<file path="config.mk">
export PLATFORM = sky130hd
export DESIGN_NAME = counting_seq_gen
export DESIGN_NICKNAME = d
export VERILOG_FILES = /design/src/rtl/counting_seq_gen.sv
export SDC_FILE = /design/constraint.sdc
export NUM_CORES = 1
export LEC_CHECK = 0
export ABC_AREA = 1
export BUFFER_PORTS_ARGS = -buffer_cell sky130_fd_sc_hd__buf_2
export CORE_MARGIN = 3
export CORE_UTILIZATION = 25
export DETAILED_ROUTE_END_ITERATION = 10
export PLACE_DENSITY = 0.43
export SKIP_CTS_REPAIR_TIMING = 1
export SLEW_MARGIN = 30
export SYNTH_ARGS = -nofsm -noshare
export SYNTH_HDL_FRONTEND = slang
export SYNTH_SLANG_ARGS = --single-unit
</file>
<file path="constraint.sdc">
create_clock -name clk_i -period 2.11 [get_ports clk_i]
set_input_delay 0.1055 -clock clk_i [delete_from_list [all_inputs] [get_ports clk_i]]
set_output_delay 0.1055 -clock clk_i [all_outputs]
set_load 0.02 [all_outputs]
</file>
<file path="src/rtl/counting_seq_gen.sv">
// Symbol stream generator for the counting pattern detector.
// Emits programmable runs of symbols 1, 2 and 3, then returns to 0.
// A shadow copy of the detector FSM predicts its ans output.
// Any disagreement with the returned ans is flagged and counted.
module counting_seq_gen #(
  parameter int CNT_W = 4
) (
  input  logic             clk_i,
  input  logic             rst_n_i,
  input  logic             start_i,
  input  logic [CNT_W-1:0] len1_i,
  input  logic [CNT_W-1:0] len2_i,
  input  logic [CNT_W-1:0] len3_i,
  input  logic             ans_in_i,
  output logic [1:0]       num_o,
  output logic             busy_o,
  output logic             done_o,
  output logic             ans_exp_o,
  output logic             err_o,
  output logic [7:0]       err_cnt_o
);

  typedef enum logic [2:0] {
    IDLE,
    EMIT1,
    EMIT2,
    EMIT3,
    DONE
  } state_t;

  localparam logic [CNT_W-1:0] RUN_ONE = CNT_W'(1);

  state_t           state_q, state_d;
  logic [CNT_W-1:0] runCnt_q, runCnt_d;
  logic [CNT_W-1:0] len1_q, len1_d;
  logic [CNT_W-1:0] len2_q, len2_d;
  logic [CNT_W-1:0] len3_q, len3_d;
  logic [1:0]       num_q, num_d;
  logic             busy_q, busy_d;
  logic             done_q, done_d;
  logic [1:0]       shadow_q, shadow_d;
  logic             err_q, err_d;
  logic [7:0]       errCnt_q, errCnt_d;
  logic             accept;
  logic             ansExp;
  logic             mismatch;

  // Main sequencing: choose the next phase, skipping any phase whose length
  // is zero, and load the run counter with length-1 on entry to a phase.
  always_comb begin
    state_d  = state_q;
    runCnt_d = runCnt_q;
    len1_d   = len1_q;
    len2_d   = len2_q;
    len3_d   = len3_q;
    accept   = 1'b0;
    case (state_q)
      IDLE, DONE: begin
        state_d = IDLE;
        if (start_i) begin
          accept = 1'b1;
          len1_d = len1_i;
          len2_d = len2_i;
          len3_d = len3_i;
          if (len1_i != '0) begin
            state_d  = EMIT1;
            runCnt_d = len1_i - RUN_ONE;
          end else if (len2_i != '0) begin
            state_d  = EMIT2;
            runCnt_d = len2_i - RUN_ONE;
          end else if (len3_i != '0) begin
            state_d  = EMIT3;
            runCnt_d = len3_i - RUN_ONE;
          end else begin
            state_d = DONE;
          end
        end
      end
      EMIT1: begin
        if (runCnt_q != '0) begin
          runCnt_d = runCnt_q - RUN_ONE;
        end else if (len2_q != '0) begin
          state_d  = EMIT2;
          runCnt_d = len2_q - RUN_ONE;
        end else if (len3_q != '0) begin
          state_d  = EMIT3;
          runCnt_d = len3_q - RUN_ONE;
        end else begin
          state_d = DONE;
        end
      end
      EMIT2: begin
        if (runCnt_q != '0) begin
          runCnt_d = runCnt_q - RUN_ONE;
        end else if (len3_q != '0) begin
          state_d  = EMIT3;
          runCnt_d = len3_q - RUN_ONE;
        end else begin
          state_d = DONE;
        end
      end
      EMIT3: begin
        if (runCnt_q != '0) begin
          runCnt_d = runCnt_q - RUN_ONE;
        end else begin
          state_d = DONE;
        end
      end
      default: begin
        state_d = IDLE;
      end
    endcase
  end

  // Outputs are decoded from the next state so they appear registered,
  // aligned with the state they describe.
  always_comb begin
    num_d  = 2'd0;
    busy_d = 1'b0;
    done_d = 1'b0;
    case (state_d)
      EMIT1: begin
        num_d  = 2'd1;
        busy_d = 1'b1;
      end
      EMIT2: begin
        num_d  = 2'd2;
        busy_d = 1'b1;
      end
      EMIT3: begin
        num_d  = 2'd3;
        busy_d = 1'b1;
      end
      DONE: begin
        done_d = 1'b1;
      end
      default: begin
        num_d = 2'd0;
      end
    endcase
  end

  // Shadow of the detector: it advances on the symbol currently on the link,
  // just as the detector does, so ans_exp lags num by one cycle.
  always_comb begin
    shadow_d = 2'd0;
    case (shadow_q)
      2'd0: shadow_d = (num_q == 2'd1) ? 2'd1 : 2'd0;
      2'd1: begin
        if (num_q == 2'd1)      shadow_d = 2'd1;
        else if (num_q == 2'd2) shadow_d = 2'd2;
        else                    shadow_d = 2'd0;
      end
      2'd2: shadow_d = num_q;
      2'd3: begin
        if (num_q == 2'd1)      shadow_d = 2'd1;
        else if (num_q == 2'd3) shadow_d = 2'd3;
        else                    shadow_d = 2'd0;
      end
      default: shadow_d = 2'd0;
    endcase
  end

  assign ansExp   = (shadow_q == 2'd3);
  assign mismatch = (ans_in_i != ansExp);

  // Error logging: a newly accepted burst clears the log and takes priority
  // over a mismatch seen in that same cycle; the counter saturates at 255.
  always_comb begin
    err_d    = err_q;
    errCnt_d = errCnt_q;
    if (accept) begin
      err_d    = 1'b0;
      errCnt_d = 8'd0;
    end else if (mismatch) begin
      err_d = 1'b1;
      if (errCnt_q != 8'hFF) begin
        errCnt_d = errCnt_q + 8'd1;
      end
    end
  end

  // State and output registers with synchronous active-low reset; a reset
  // mid-burst simply drops back to idle without a done pulse.
  always_ff @(posedge clk_i) begin
    if (!rst_n_i) begin
      state_q  <= IDLE;
      runCnt_q <= '0;
      len1_q   <= '0;
      len2_q   <= '0;
      len3_q   <= '0;
      num_q    <= 2'd0;
      busy_q   <= 1'b0;
      done_q   <= 1'b0;
      shadow_q <= 2'd0;
      err_q    <= 1'b0;
      errCnt_q <= 8'd0;
    end else begin
      state_q  <= state_d;
      runCnt_q <= runCnt_d;
      len1_q   <= len1_d;
      len2_q   <= len2_d;
      len3_q   <= len3_d;
      num_q    <= num_d;
      busy_q   <= busy_d;
      done_q   <= done_d;
      shadow_q <= shadow_d;
      err_q    <= err_d;
      errCnt_q <= errCnt_d;
    end
  end

  assign num_o     = num_q;
  assign busy_o    = busy_q;
  assign done_o    = done_q;
  assign ans_exp_o = ansExp;
  assign err_o     = err_q;
  assign err_cnt_o = errCnt_q;

endmodule

</file>
==> results.md <==
* Number of remaining DRC errors at 0
* Routed len/inst at 11.5 µm
* Register area at 601 µm²
* Clk root buf: clkbuf_8
* Later-pin clock latency in the skew report at 280 ps
* Nature of the critical path endpoint: flip-flop
* CTS tree: built
* H-tree levels at 2
* Worst slew pin tran at 384 ps
* CP Cell Sequence: inv_1 -> ha_1 -> nand3_2 -> o21ai_1 -> nand2_1 -> a21oi_1 -> a21oi_1
* Met1 WL at 2570 µm
* Switching pwr at 1.28 mW
* Syn nets at 301
* Total GRT Usage at 0.123
* Synth Warn # at 0
* Clock buffer depth at 2
* Layout cells sized above 1 at 0.194
* Die ar. at 8370 µm²
* Slew headroom at 0.744
* FILL cells at 791
* Avg Inst Size Synth at 6.55 µm²
* Detailed Route Iter0 Violations at 85
* Mapped cell area at approximately 1800 µm²
* Switch share at 0.472
* Ys async rst share at 0
* Critical Path Fanout Max at 10
* Congestion Overflow GR at 0
* Unrepaired setup endpoints after global routing: false
* Maxcap violations at 0
* Final Wtd Congestion at between 0.8 and 0.9
* Sequential area share after synthesis at 0.329
* Cell with the most instances after synthesis: nand2_1
* CP most frequent cell: a21oi_1
* Req. time, crit path at between 2000 and 2500 ps
* Clock power share at 0.181
* Synth cell count leaders: 51 x nand2_1, 47 x inv_1, 36 x a21oi_1
* Top routing layer used: met4
* Post-Route WL at 4750 µm
* Setup violators final at 0
* R2R depth at 7
* Largest net degree at the start of global routing at 14
* DIE WIDTH at slightly above 90 µm
* Levels on crit path at 7
* Vias in the first global route at 1,673
* Diodes inserted at 0
* Area delta synth->final at 19.6%
* Peak supply drop at 0.000609 V
* WHS Path Cells at 3
* Ys flop type: dfxtp_1
* Clk sink count at 30
* Final period util at 0.802
* TritonRoute pass-1 iters at 5
* Tmin final at 1690 ps
* Syn Inst Count at approximately 280
* Adder-cell area share of the yosys netlist at 0.0411
* Initial Util at 0.263
* Final hold violations at 0
* Core area at approximately 6900 µm²
* Skew final at 5.30 ps
* CP max stage cell: dfxtp_1
* P_int at 1.44 mW
* Worst Path Arrival at 1840 ps
* Synth top area share at 0.329
* Clk pin slew, worst setup/hold paths at ~70 ps
* Fmax at 591 MHz
* Compound-Gate Fraction of Synth Area at 0.194
* Worst path bufs/invs at 1
* Drt via density at 4.27
* Metal2 WL at ~2000 µm
* TNS Setup at 0 ps
* Flop pwr share at 0.297
* Top cell type by total area after synthesis: dfxtp_1
* Multi-input gate area at 1020 µm²
* Initial antenna violation count at 0
* CTS buffer count at 5
* P_leak at 1.03 nW
* Logic pwr share at 0.522
* Post-DP HPWL at 3800 µm
* Slew Limit Fails at 0
* Crit path launch type: flip-flop
* EDFF count, synth at 0
* PD cells at 1240 nW/µm²
* # rows at 30
* Simple-gate share of the synthesized area at 0.294
* Top Family by Delay on Critical Path: compound AO/OA/AOI/OAI gates
* Post-Synth XOR/XNOR Area at 0.0287
* Synth area leaders: dfxtp_1 33%, nand2_1 10%, a21oi_1 9.9%
* Via count at 1,754
* Crit-path max cell delay at 320 ps
* I/O pin total at 30
* Synthesized flop and latch total at 30
* Proportion of synthesized area in mux cells at 0
* Final antenna-violating net count at 0
* HP Class: primary input to flip-flop
* Post-layout net count at 336
* PortBufs at 29
* Die Height at between 90 and 100 µm
* Pwr Total at 2.72 mW
* Largest family of logic cells by synthesized area: simple AND/OR/NAND/NOR gates
* Routed met3 length at 109 µm
* CP Class: flip-flop to flip-flop
* Cell variety after synth at 30
* First-pass GRT wire length at 8260 µm
* Outcome: finished clean
==> power groups by stage <==
| stage | clock network [mW] | logic, mW | registers (mW) |
|---|---|---|---|
| 2_1_floorplan | 0 | 1.03 | 0.840 |
| 3_3_place_gp | 0 | 1.43 | 0.825 |
| 3_5_place_dp | 0 | 1.41 | 0.822 |
| 4_1_cts | 0.517 | 1.42 | 0.811 |
| 5_1_grt | 0.547 | 1.63 | 0.831 |
| 6_report | 0.494 | 1.42 | 0.808 |
==> registers in the layout, indices dropped and copies added, names as in the netlist <==
| register | cells |
|---|---|
| shadow_q | 2 |
| num_o | 2 |
| len2_q | 4 |
| err_cnt_o | 8 |
| state_q | 3 |
| done_o | 1 |
| len3_q | 4 |
| busy_o | 1 |
| err_o | 1 |
| runCnt_q | 4 |
==> cell type report <==
| class | instances | area share |
|---|---|---|
| Multi-Input combinational cell | 194 | 0.466 |
| Sequential cell | 30 | 0.275 |
| Inverter | 53 | 0.0910 |
| Timing Repair Buffer | 30 | 0.0698 |
| Tap cell | 96 | 0.0549 |
| Clock buffer | 6 | 0.0378 |
| Clock inverter | 2 | 0.00572 |
==> routing by layer <==
layer,vias up,GRT usage
met5,-,0
met4,0,0.0465
met3,6,0.0273
met2,21,0.174
met1,761,0.180
li1,966,-
==> worst min-delay path, cell delays in order <==
cell and delay [ps]:
buf_2 110, inv_1 70, a21oi_1 60
==> path summary, 6_finish.rpt <==
kind	startpoint	end	slack [ps]
setup reg to reg	runCnt_q[0]	state_q[1]	420
hold reg to reg	num_o[1]	shadow_q[1]	460
hold / removal	len2_i[2]	len2_q[2]	110
setup / recovery	runCnt_q[0]	state_q[1]	420
==> layout by cell type (no fill, tap or decap), drive strengths merged <==
master    instances
o21ai            24
nand3            15
a21oi            36
inv              53
clkinvlp          1
nand3b            1
nor2             35
o21bai            1
a31oi             1
xnor2             1
nor3              5
clkbuf            6
ha                6
nor4              1
clkinv            1
buf              30
nor3b             1
dfxtp            30
o211ai            3
and3              1
nand2            55
xor2              5
nand4             3
==> cell families (layout without fill, tap and decap cells) <==
| group | count (synthesis) | in the layout |
|---|---|---|
| compound gates | 65 | 65 |
| buf+inv | 55 | 91 |
| simple gates | 117 | 117 |
| xor+xnor | 6 | 6 |
| fa+ha+maj | 6 | 6 |
| flops | 30 | 30 |
==> metrics by stage <==
stage | instance area (µm²) | util | worst slack (ps) | hold WS, ps | cells
5_1_grt | 2190 | 0.315 | 202 | 107 | 411
3_3_place_gp | 2090 | 0.301 | 417 | 398 | 403
6_report | 2190 | 0.315 | 419 | 109 | 411
2_1_floorplan | 1830 | - | 524 | 244 | 279
3_5_place_dp | 2090 | 0.301 | 436 | 401 | 403
4_1_cts | 2190 | 0.315 | 419 | 98.8 | 411
Note: power is estimated with default switching activity, not from simulation.
